File: config.mk
export PLATFORM = sky130hd
export DESIGN_NAME = led_breathe
export DESIGN_NICKNAME = d
export VERILOG_FILES = /design/src/rtl/led_pkg.sv /design/src/rtl/led_breathe_pwm_out.sv /design/src/rtl/led_breathe.sv
export SDC_FILE = /design/constraint.sdc
export NUM_CORES = 1
export LEC_CHECK = 0
export BUFFER_PORTS_ARGS = -buffer_cell sky130_fd_sc_hd__buf_2
export CORE_ASPECT_RATIO = 0.75
export CORE_UTILIZATION = 45
export DETAILED_ROUTE_END_ITERATION = 8
export GPL_TIMING_DRIVEN = 0
export PLACE_DENSITY = 0.72
export REMOVE_ABC_BUFFERS = 1
export SYNTH_ARGS = -nofsm -noshare
export SYNTH_HDL_FRONTEND = slang
export SYNTH_HIERARCHICAL = 1
export SYNTH_SLANG_ARGS = --single-unit
File: constraint.sdc
create_clock -name clock -period 5 [get_ports clock]
set_clock_uncertainty 0.15 [all_clocks]
set_input_delay 1.25 -clock clock [delete_from_list [all_inputs] [get_ports clock]]
set_output_delay 1.25 -clock clock [all_outputs]
set_load 0.01 [all_outputs]
File: src/rtl/led_pkg.sv
// Shared definitions for the board LED drivers: the breathing PWM driver and
// the square-wave blinker both take their defaults from here.
package led_pkg;

  localparam int BOARD_CLOCK_HZ = 100_000_000;

  typedef enum logic [2:0] {
    ST_IDLE    = 3'd0,
    ST_UP      = 3'd1,
    ST_HOLD_HI = 3'd2,
    ST_DOWN    = 3'd3,
    ST_HOLD_LO = 3'd4
  } breathe_state_t;

  // Width of a counter holding 0..n-1, never narrower than one bit.
  function automatic int cnt_width(input int n);
    return (n <= 2) ? 1 : $clog2(n);
  endfunction

endpackage

File: src/rtl/led_breathe_pwm_out.sv
// PWM comparator for the breathing LED: free-running counter with period
// 2^N-1 so that duty 0 is always off and duty 2^N-1 is always on.
module pwm_out #(
  parameter int PWM_BITS = 8
) (
  input  logic                clock,
  input  logic                reset,
  input  logic                en,
  input  logic [PWM_BITS-1:0] duty,
  output logic                led
);

  localparam logic [PWM_BITS-1:0] PWM_LAST = PWM_BITS'((2 ** PWM_BITS) - 2);
  localparam logic [PWM_BITS-1:0] PWM_ONE  = PWM_BITS'(1);

  logic [PWM_BITS-1:0] pwm_cnt_r;
  logic                led_r;
  logic                led_next_s;

  // Compare against the current duty; the result is registered below.
  always_comb begin
    led_next_s = 1'b0;
    if (en && (pwm_cnt_r < duty)) begin
      led_next_s = 1'b1;
    end else begin
      led_next_s = 1'b0;
    end
  end

  // Counter wraps one short of all-ones; output register keeps the pin glitch-free.
  always_ff @(posedge clock) begin
    if (reset) begin
      pwm_cnt_r <= '0;
      led_r     <= 1'b0;
    end else begin
      if (pwm_cnt_r == PWM_LAST) begin
        pwm_cnt_r <= '0;
      end else begin
        pwm_cnt_r <= pwm_cnt_r + PWM_ONE;
      end
      led_r <= led_next_s;
    end
  end

  assign led = led_r;

endmodule

File: src/rtl/led_breathe.sv
// Breathing LED driver: step prescaler and brightness FSM ramp the duty up,
// hold, ramp down and hold; pwm_out turns the duty into the LED waveform.
module led_breathe
  import led_pkg::*;
#(
  parameter int CLOCK_FREQ = BOARD_CLOCK_HZ,
  parameter int STEP_HZ    = 512,
  parameter int PWM_BITS   = 8,
  parameter int HOLD_STEPS = 64
) (
  input  logic                clock,
  input  logic                reset,
  input  logic                enable,
  output logic                led,
  output logic [PWM_BITS-1:0] duty,
  output logic [2:0]          phase
);

  localparam int DIV    = CLOCK_FREQ / STEP_HZ;
  localparam int PRE_W  = cnt_width(DIV);
  localparam int HOLD_W = cnt_width(HOLD_STEPS);

  localparam logic [PRE_W-1:0]    PRE_LAST  = PRE_W'(DIV - 1);
  localparam logic [PRE_W-1:0]    PRE_ONE   = PRE_W'(1);
  localparam logic [HOLD_W-1:0]   HOLD_LAST = HOLD_W'((HOLD_STEPS > 0) ? HOLD_STEPS - 1 : 0);
  localparam logic [HOLD_W-1:0]   HOLD_ONE  = HOLD_W'(1);
  localparam logic [PWM_BITS-1:0] DUTY_MAX  = {PWM_BITS{1'b1}};
  localparam logic [PWM_BITS-1:0] DUTY_ONE  = PWM_BITS'(1);
  localparam logic [PWM_BITS-1:0] DUTY_PEAK = DUTY_MAX - DUTY_ONE;
  localparam bit                  NO_HOLD   = (HOLD_STEPS == 0);

  breathe_state_t      state_r;
  logic [PRE_W-1:0]    pre_cnt_r;
  logic [HOLD_W-1:0]   hold_r;
  logic [PWM_BITS-1:0] duty_r;
  logic                step_s;
  logic                pwm_en_s;

  assign step_s   = (state_r != ST_IDLE) && (pre_cnt_r == PRE_LAST);
  // Gating on enable too makes the LED drop on the same edge the FSM goes idle.
  assign pwm_en_s = enable && (state_r != ST_IDLE);

  // Step prescaler: idles at zero so the first step lands DIV clocks into UP.
  always_ff @(posedge clock) begin
    if (reset) begin
      pre_cnt_r <= '0;
    end else if (!enable || (state_r == ST_IDLE)) begin
      pre_cnt_r <= '0;
    end else if (pre_cnt_r == PRE_LAST) begin
      pre_cnt_r <= '0;
    end else begin
      pre_cnt_r <= pre_cnt_r + PRE_ONE;
    end
  end

  // Brightness FSM; transitions on the peak/floor step keep duty from wrapping.
  always_ff @(posedge clock) begin
    if (reset) begin
      state_r <= ST_IDLE;
      duty_r  <= '0;
      hold_r  <= '0;
    end else if (!enable) begin
      state_r <= ST_IDLE;
      duty_r  <= '0;
      hold_r  <= '0;
    end else begin
      case (state_r)
        ST_IDLE: begin
          state_r <= ST_UP;
          duty_r  <= '0;
          hold_r  <= '0;
        end
        ST_UP: begin
          if (step_s) begin
            duty_r <= duty_r + DUTY_ONE;
            if (duty_r == DUTY_PEAK) begin
              hold_r  <= '0;
              state_r <= NO_HOLD ? ST_DOWN : ST_HOLD_HI;
            end else begin
              state_r <= ST_UP;
            end
          end else begin
            state_r <= ST_UP;
          end
        end
        ST_HOLD_HI: begin
          if (step_s) begin
            if (hold_r == HOLD_LAST) begin
              hold_r  <= '0;
              state_r <= ST_DOWN;
            end else begin
              hold_r  <= hold_r + HOLD_ONE;
            end
          end else begin
            state_r <= ST_HOLD_HI;
          end
        end
        ST_DOWN: begin
          if (step_s) begin
            duty_r <= duty_r - DUTY_ONE;
            if (duty_r == DUTY_ONE) begin
              hold_r  <= '0;
              state_r <= NO_HOLD ? ST_UP : ST_HOLD_LO;
            end else begin
              state_r <= ST_DOWN;
            end
          end else begin
            state_r <= ST_DOWN;
          end
        end
        ST_HOLD_LO: begin
          if (step_s) begin
            if (hold_r == HOLD_LAST) begin
              hold_r  <= '0;
              state_r <= ST_UP;
            end else begin
              hold_r  <= hold_r + HOLD_ONE;
            end
          end else begin
            state_r <= ST_HOLD_LO;
          end
        end
        default: begin
          state_r <= ST_IDLE;
          duty_r  <= '0;
          hold_r  <= '0;
        end
      endcase
    end
  end

  pwm_out #(
    .PWM_BITS (PWM_BITS)
  ) u_pwm_out (
    .clock (clock),
    .reset (reset),
    .en    (pwm_en_s),
    .duty  (duty_r),
    .led   (led)
  );

  assign duty  = duty_r;
  assign phase = state_r;

endmodule

Word-level counts from Yosys, hierarchy flattened
Cells that the tools add are included.
- logic and storage cells: 64
- input port bits: 3
- bits in registers: 44
- bitwise logic cells: 2
- add/subtract/negate cells: 5
- reduce and logical (&&, ||, !) cells: 14
- equality and inequality tests: 16
- muxes and demuxes: 20
- $lt $le $gt $ge: 1
- operator list (cell ; count):
    6-bit 2-to-1 mux ; 6
    8-bit one-hot mux with 3 select lines ; 1
    3-bit 2-to-1 mux ; 7
    18-bit by 1-bit adder with 18-bit output, second input constant ; 1
    18-bit == test, second input constant ; 1
    6-bit one-hot mux with 3 select lines ; 1
    8-bit by 1-bit adder with 8-bit output, second input constant ; 2
    8-bit == test, second input constant ; 2
    8-bit 2-to-1 mux ; 2
    3-bit one-hot mux with 5 select lines ; 1
    8-bit by 1-bit == test with 1-bit output, second input constant ; 1
    8-bit < comparator ; 1
    2-bit != test, second input constant ; 4
    8-bit by 1-bit subtractor with 8-bit output, second input constant ; 1
    6-bit by 1-bit adder with 6-bit output, second input constant ; 1
    3-bit by 2-bit == test with 1-bit output, second input constant ; 2
    6-bit == test, second input constant ; 1
    3-bit != test, second input constant ; 2
    2-bit OR reduction ; 3
    5-bit AND reduction ; 1
    3-bit by 1-bit == test with 1-bit output, second input constant ; 1
    3-bit == test, second input constant ; 1
    1-bit logical AND ; 3
    3-bit zero test ; 1
    10 further kinds ; 11

Logic depth before layout (Yosys ltp)
- depth after elaboration: 4
- gate-level depth with buffers: 8
- depth with buffers taken out: 8

Modules after synthesis
Netlist, hierarchy kept.
- by module, submodules not included (module ; sequential area each (um^2) ; area each (um^2) ; times used ; cells an instance):
    led_breathe ; 700.7 ; 1986.9 ; 1 ; 243
    pwm_out ; 180.2 ; 546.8 ; 1 ; 63

Least setup slack after synthesis
Ideal clock, no wire load.
- path kind: flip-flop to flip-flop
- start: register duty_r[2], in the netlist duty[2]
- end: register hold_r[4]
- buffers on the path: 1
- required time: 4.780 ns
- stages on the path, launching flop included: 8
- path slack: 2.569 ns
- library setup time: 0.070 ns
- arrival: 2.211 ns
- path through: dfxtp_1 buf_6 or4_4 nor4b_4 nand3b_1 a211oi_2 or4_1 a21oi_1
- word-level cells in the longest chain between the ends: 3
- elaborated cells between the ends (all ways): 5
- RTL lines (element ; line ; RTL):
    start: declaration ; led_breathe.sv:35 ; logic [PWM_BITS-1:0] duty_r;
    start signal: assignment ; led_breathe.sv:75 ; duty_r <= duty_r + DUTY_ONE;
    start signal: assignment ; led_breathe.sv:100 ; duty_r <= duty_r - DUTY_ONE;
    8-bit by 1-bit == test with 1-bit output / 8-bit == test (equally long branches) ; led_breathe.sv:101, led_breathe.sv:76 ;
    2-bit != test (no source line) ; - ;
    5-bit AND reduction (no source line) * ; - ;
    end signal: assignment ; led_breathe.sv:92 ; hold_r <= hold_r + HOLD_ONE;
    end signal: assignment ; led_breathe.sv:117 ; hold_r <= hold_r + HOLD_ONE;
    end: declaration ; led_breathe.sv:34 ; logic [HOLD_W-1:0] hold_r;
Mark *: on every way between the ends. The rest lies on a longest branch, timed or not.
A chain may end at the register's enable or synchronous reset.

Final worst setup path
- start: register state_r[1], in the netlist phase[1]
- end: output port phase[1]
- RTL lines (element ; line ; RTL):
    start: declaration ; led_breathe.sv:32 ; breathe_state_t state_r;
    start signal: assignment ; led_breathe.sv:78 ; state_r <= NO_HOLD ? ST_DOWN : ST_HOLD_HI;
    start signal: assignment ; led_breathe.sv:103 ; state_r <= NO_HOLD ? ST_UP : ST_HOLD_LO;
    end: declaration ; led_breathe.sv:16 ; output logic [2:0] phase
No word-level cell between the ends.

==> impl_metrics.csv <==
group,metric,value,unit
outcome,status,"completed",
critical_path,cp.required,3600,ps
synthesis,synth_edf_count,0,
power_and_ir_drop,seqPwrFrac,53.5,%
cts,cts_tree,"done",
layout,diodes,0,
drt,wl_per_cell,13.9,microns
synthesis,yosysUniqueCellTypes,60,
drt,drt_wl_total,5.47,mm
worst_hold_path,holdPathEnd,"pre_cnt_r[0]",
layout,nNetsFinal,337,
critical_path,worstPathMaxFanout,25,
placed_design,place_hpwl,3.95,mm
floorplan,floorplan.initialDensity,47.1,%
drt,viasPerCell,5.66,
grt,antenna_found_initial,0,
critical_path,reg2reg_depth,7,
grt,grt_pass1_vias,1892,
worst_hold_path,min_from,"pre_cnt_r[0]",
synthesis,synth_flop_cell,"dfxtp_1",
layout,final_cell_mix,"44 x dfxtp_1, 36 x nor2_1, 23 x a21oi_1, 17 x nand2_1",
grt,grt_pass1_wl,9.16,mm
placed_design,port_buffers,14,
cts,post_cts_buffers,0,
synthesis,postSynthAreaPerCell,8.28,sq um
cts,ctsHtreeMaxLevel,2,
power_and_ir_drop,comb_power_share,4.4,%
sta,setup_viol,0,
drt,vias,2234,
grt,grt_max_degree,26,
floorplan,num_rows,23,
critical_path,path_buf_inv,1,
synthesis,netlist_instances,306,
sta,slew_headroom,44.2,%
critical_path,crit_path_max_incr_delay,880,ps
critical_path,critPathCaptureType,"output port",
floorplan,die-area,5940,sq um
cts,hold_buffers,0,
power_and_ir_drop,power.density,241,nW/um^2
critical_path,crit_path_start_kind,"flop",
synthesis,async_flop_share,0,%
cts,root_buffer,"clkbuf_8",
layout,final_cells,395,
power_and_ir_drop,p_int,0.512,mW
critical_path,cp.depth,1,
cts,clk_pin_slew,90,ps
worst_hold_path,min_path_cells,1,
floorplan,die_h,67.0,microns
critical_path,arrival,1450,ps
synthesis,synthesis.area,2530,sq um
floorplan,pin_count,15,
synthesis,seq_area_frac_synth,34.8,%
cts,cts.sinks,44,
drt,drcViolationCount,0,
sta,tightest_slew,836,ps
critical_path,critPathKind,"flop to output port",
layout,multiInputGateArea,1540,sq um
sta,drv_slew,0,
critical_path,startpoint,"phase[1]",
sta,rsz0062_at_grt,"false",
power_and_ir_drop,peakVddDrop,0.147,mV
grt,grt_usage,20.1,%
drt,antenna_left,0,
layout,layout-drive-gt1-share,11.9,%
critical_path,crit_chain,"buf_2",
cts,cts_resized,0,
power_and_ir_drop,switchingPower,0.155,mW
sta,min_period,2850,ps
grt,gr-total-overflow,0,
sta,period_share,56.9,%
power_and_ir_drop,power.leakage,0.974,nW
placed_design,dpl.cell_count,387,
critical_path,rr_endpoint,"hold_r[4]",
sta,fmax,0.351,GHz
floorplan,core_area,5380,sq um
worst_hold_path,worstHoldPathType,"flop to flop",
critical_path,rrSetupSlack,2370,ps
layout,nFillCells,512,
cts,cts_buffer_depth,2,
layout,final_common_cell,"dfxtp_1",
layout,fin_util,51.5,%
placed_design,gp_congestion,0.836,
drt,drt_iter0_markers,150,
sta,tns,0,ps
synthesis,synth-seq-cells,44,
layout,seqCellArea,881,sq um
cts,insertion_delay,310,ps
sta,hold_viol,0,
flow_run,maxCapViolCount,0,
critical_path,r2r-start,"pre_cnt_r[0]",
cts,numCtsBuffers,5,
floorplan,fp.dieW,88.6,microns
power_and_ir_drop,clkPwrFrac,42.0,%
synthesis,yosysWarnings,6,
critical_path,crit_path_top_delay_cell,"dfxtp_1",
power_and_ir_drop,switching_share,23.3,%
layout,area_delta_synth_final,9.38,%
critical_path,crit_family,"flip-flops",
drt,first_pass_iters,4,
==> how the worst max path moves through the flow <==
stage | to | slack, ps
after floorplan | hold_r[4] | 2610
after global placement | pre_cnt_r[3] | 2230
after detailed placement | phase[0] | 2370
after CTS | phase[1] | 2170
after global routing | phase[1] | 2060
final | phase[1] | 2150
==> Yosys cell counts, drive strengths merged, types with 4 or more instances <==
cell type / n / share of area [%]
a31oi: 5 / 1.2
a211oi: 5 / 1.7
nand4: 8 / 2.0
nand2: 18 / 2.8
nand2b: 4 / 0.99
clkbuf: 6 / 1.3
nand3: 16 / 3.2
o21ai: 15 / 3.0
and4: 5 / 1.8
xnor2: 8 / 2.8
inv: 16 / 2.4
and3: 8 / 2.3
or3: 5 / 1.3
a21oi: 23 / 4.5
xor2: 13 / 4.5
dfxtp: 44 / 35
nor2: 36 / 5.3
nor3: 11 / 2.2
ha: 15 / 7.4
==> power by group through the flow <==
| stage | logic, mW | registers (mW) | clock network (mW) |
|---|---|---|---|
| after floorplan | 0.0200 | 0.365 | 0 |
| after global placement | 0.0279 | 0.365 | 0 |
| after detailed placement | 0.0293 | 0.366 | 0 |
| after CTS | 0.0295 | 0.357 | 0.284 |
| after global routing | 0.0328 | 0.358 | 0.300 |
| final | 0.0296 | 0.357 | 0.281 |
==> cell families after synthesis <==
family | after synthesis | share of synthesized area [%]
and+or+nand+nor | 133 | 29.1
AOI/OAI and AO/OA | 68 | 16.8
DFF | 44 | 34.8
buffers and inverters | 25 | 4.59
xor gates and xnor gates | 21 | 7.26
adders and majority gates | 15 | 7.41
==> area by class of cell <==
| cell class | count | share of cell area [%] |
|---|---|---|
| multi-input cells | 237 | 55.7 |
| clock inverters | 3 | 1.53 |
| inverters | 16 | 2.17 |
| well taps | 75 | 3.39 |
| clock buffers | 5 | 2.48 |
| repair buffers | 15 | 2.93 |
| flip-flops and latches | 44 | 31.8 |
==> metal layers <==
metal	vias up	wire (microns)	part of all wire (%)	global-route usage [%]
li1	1134	-	-	-
met5	-	0	0	0
met2	52	2290	42	28.6
met4	0	47	0.86	5.85
met3	5	218	4.0	4.09
met1	1043	2920	53	30.2
==> state kept, by name, summed over array words and instances (netlist names) <==
name and cells:
hold_r 6, duty 8, phase 3, u_pwm_out/pwm_cnt_r 8, pre_cnt_r 18, u_pwm_out/led 1
==> per-stage QoR <==
step                      power [mW]  area, sq um  setup WS [ps]  hold slack [ps]
after floorplan                0.385         2480           2610              276
after global placement         0.393         2640           2230              289
after detailed placement       0.395         2660           2370              299
after CTS                      0.671         2770           2170              318
after global routing           0.691         2770           2060              336
final                          0.668         2770           2150              309
Power figures use the tool's default switching activity.
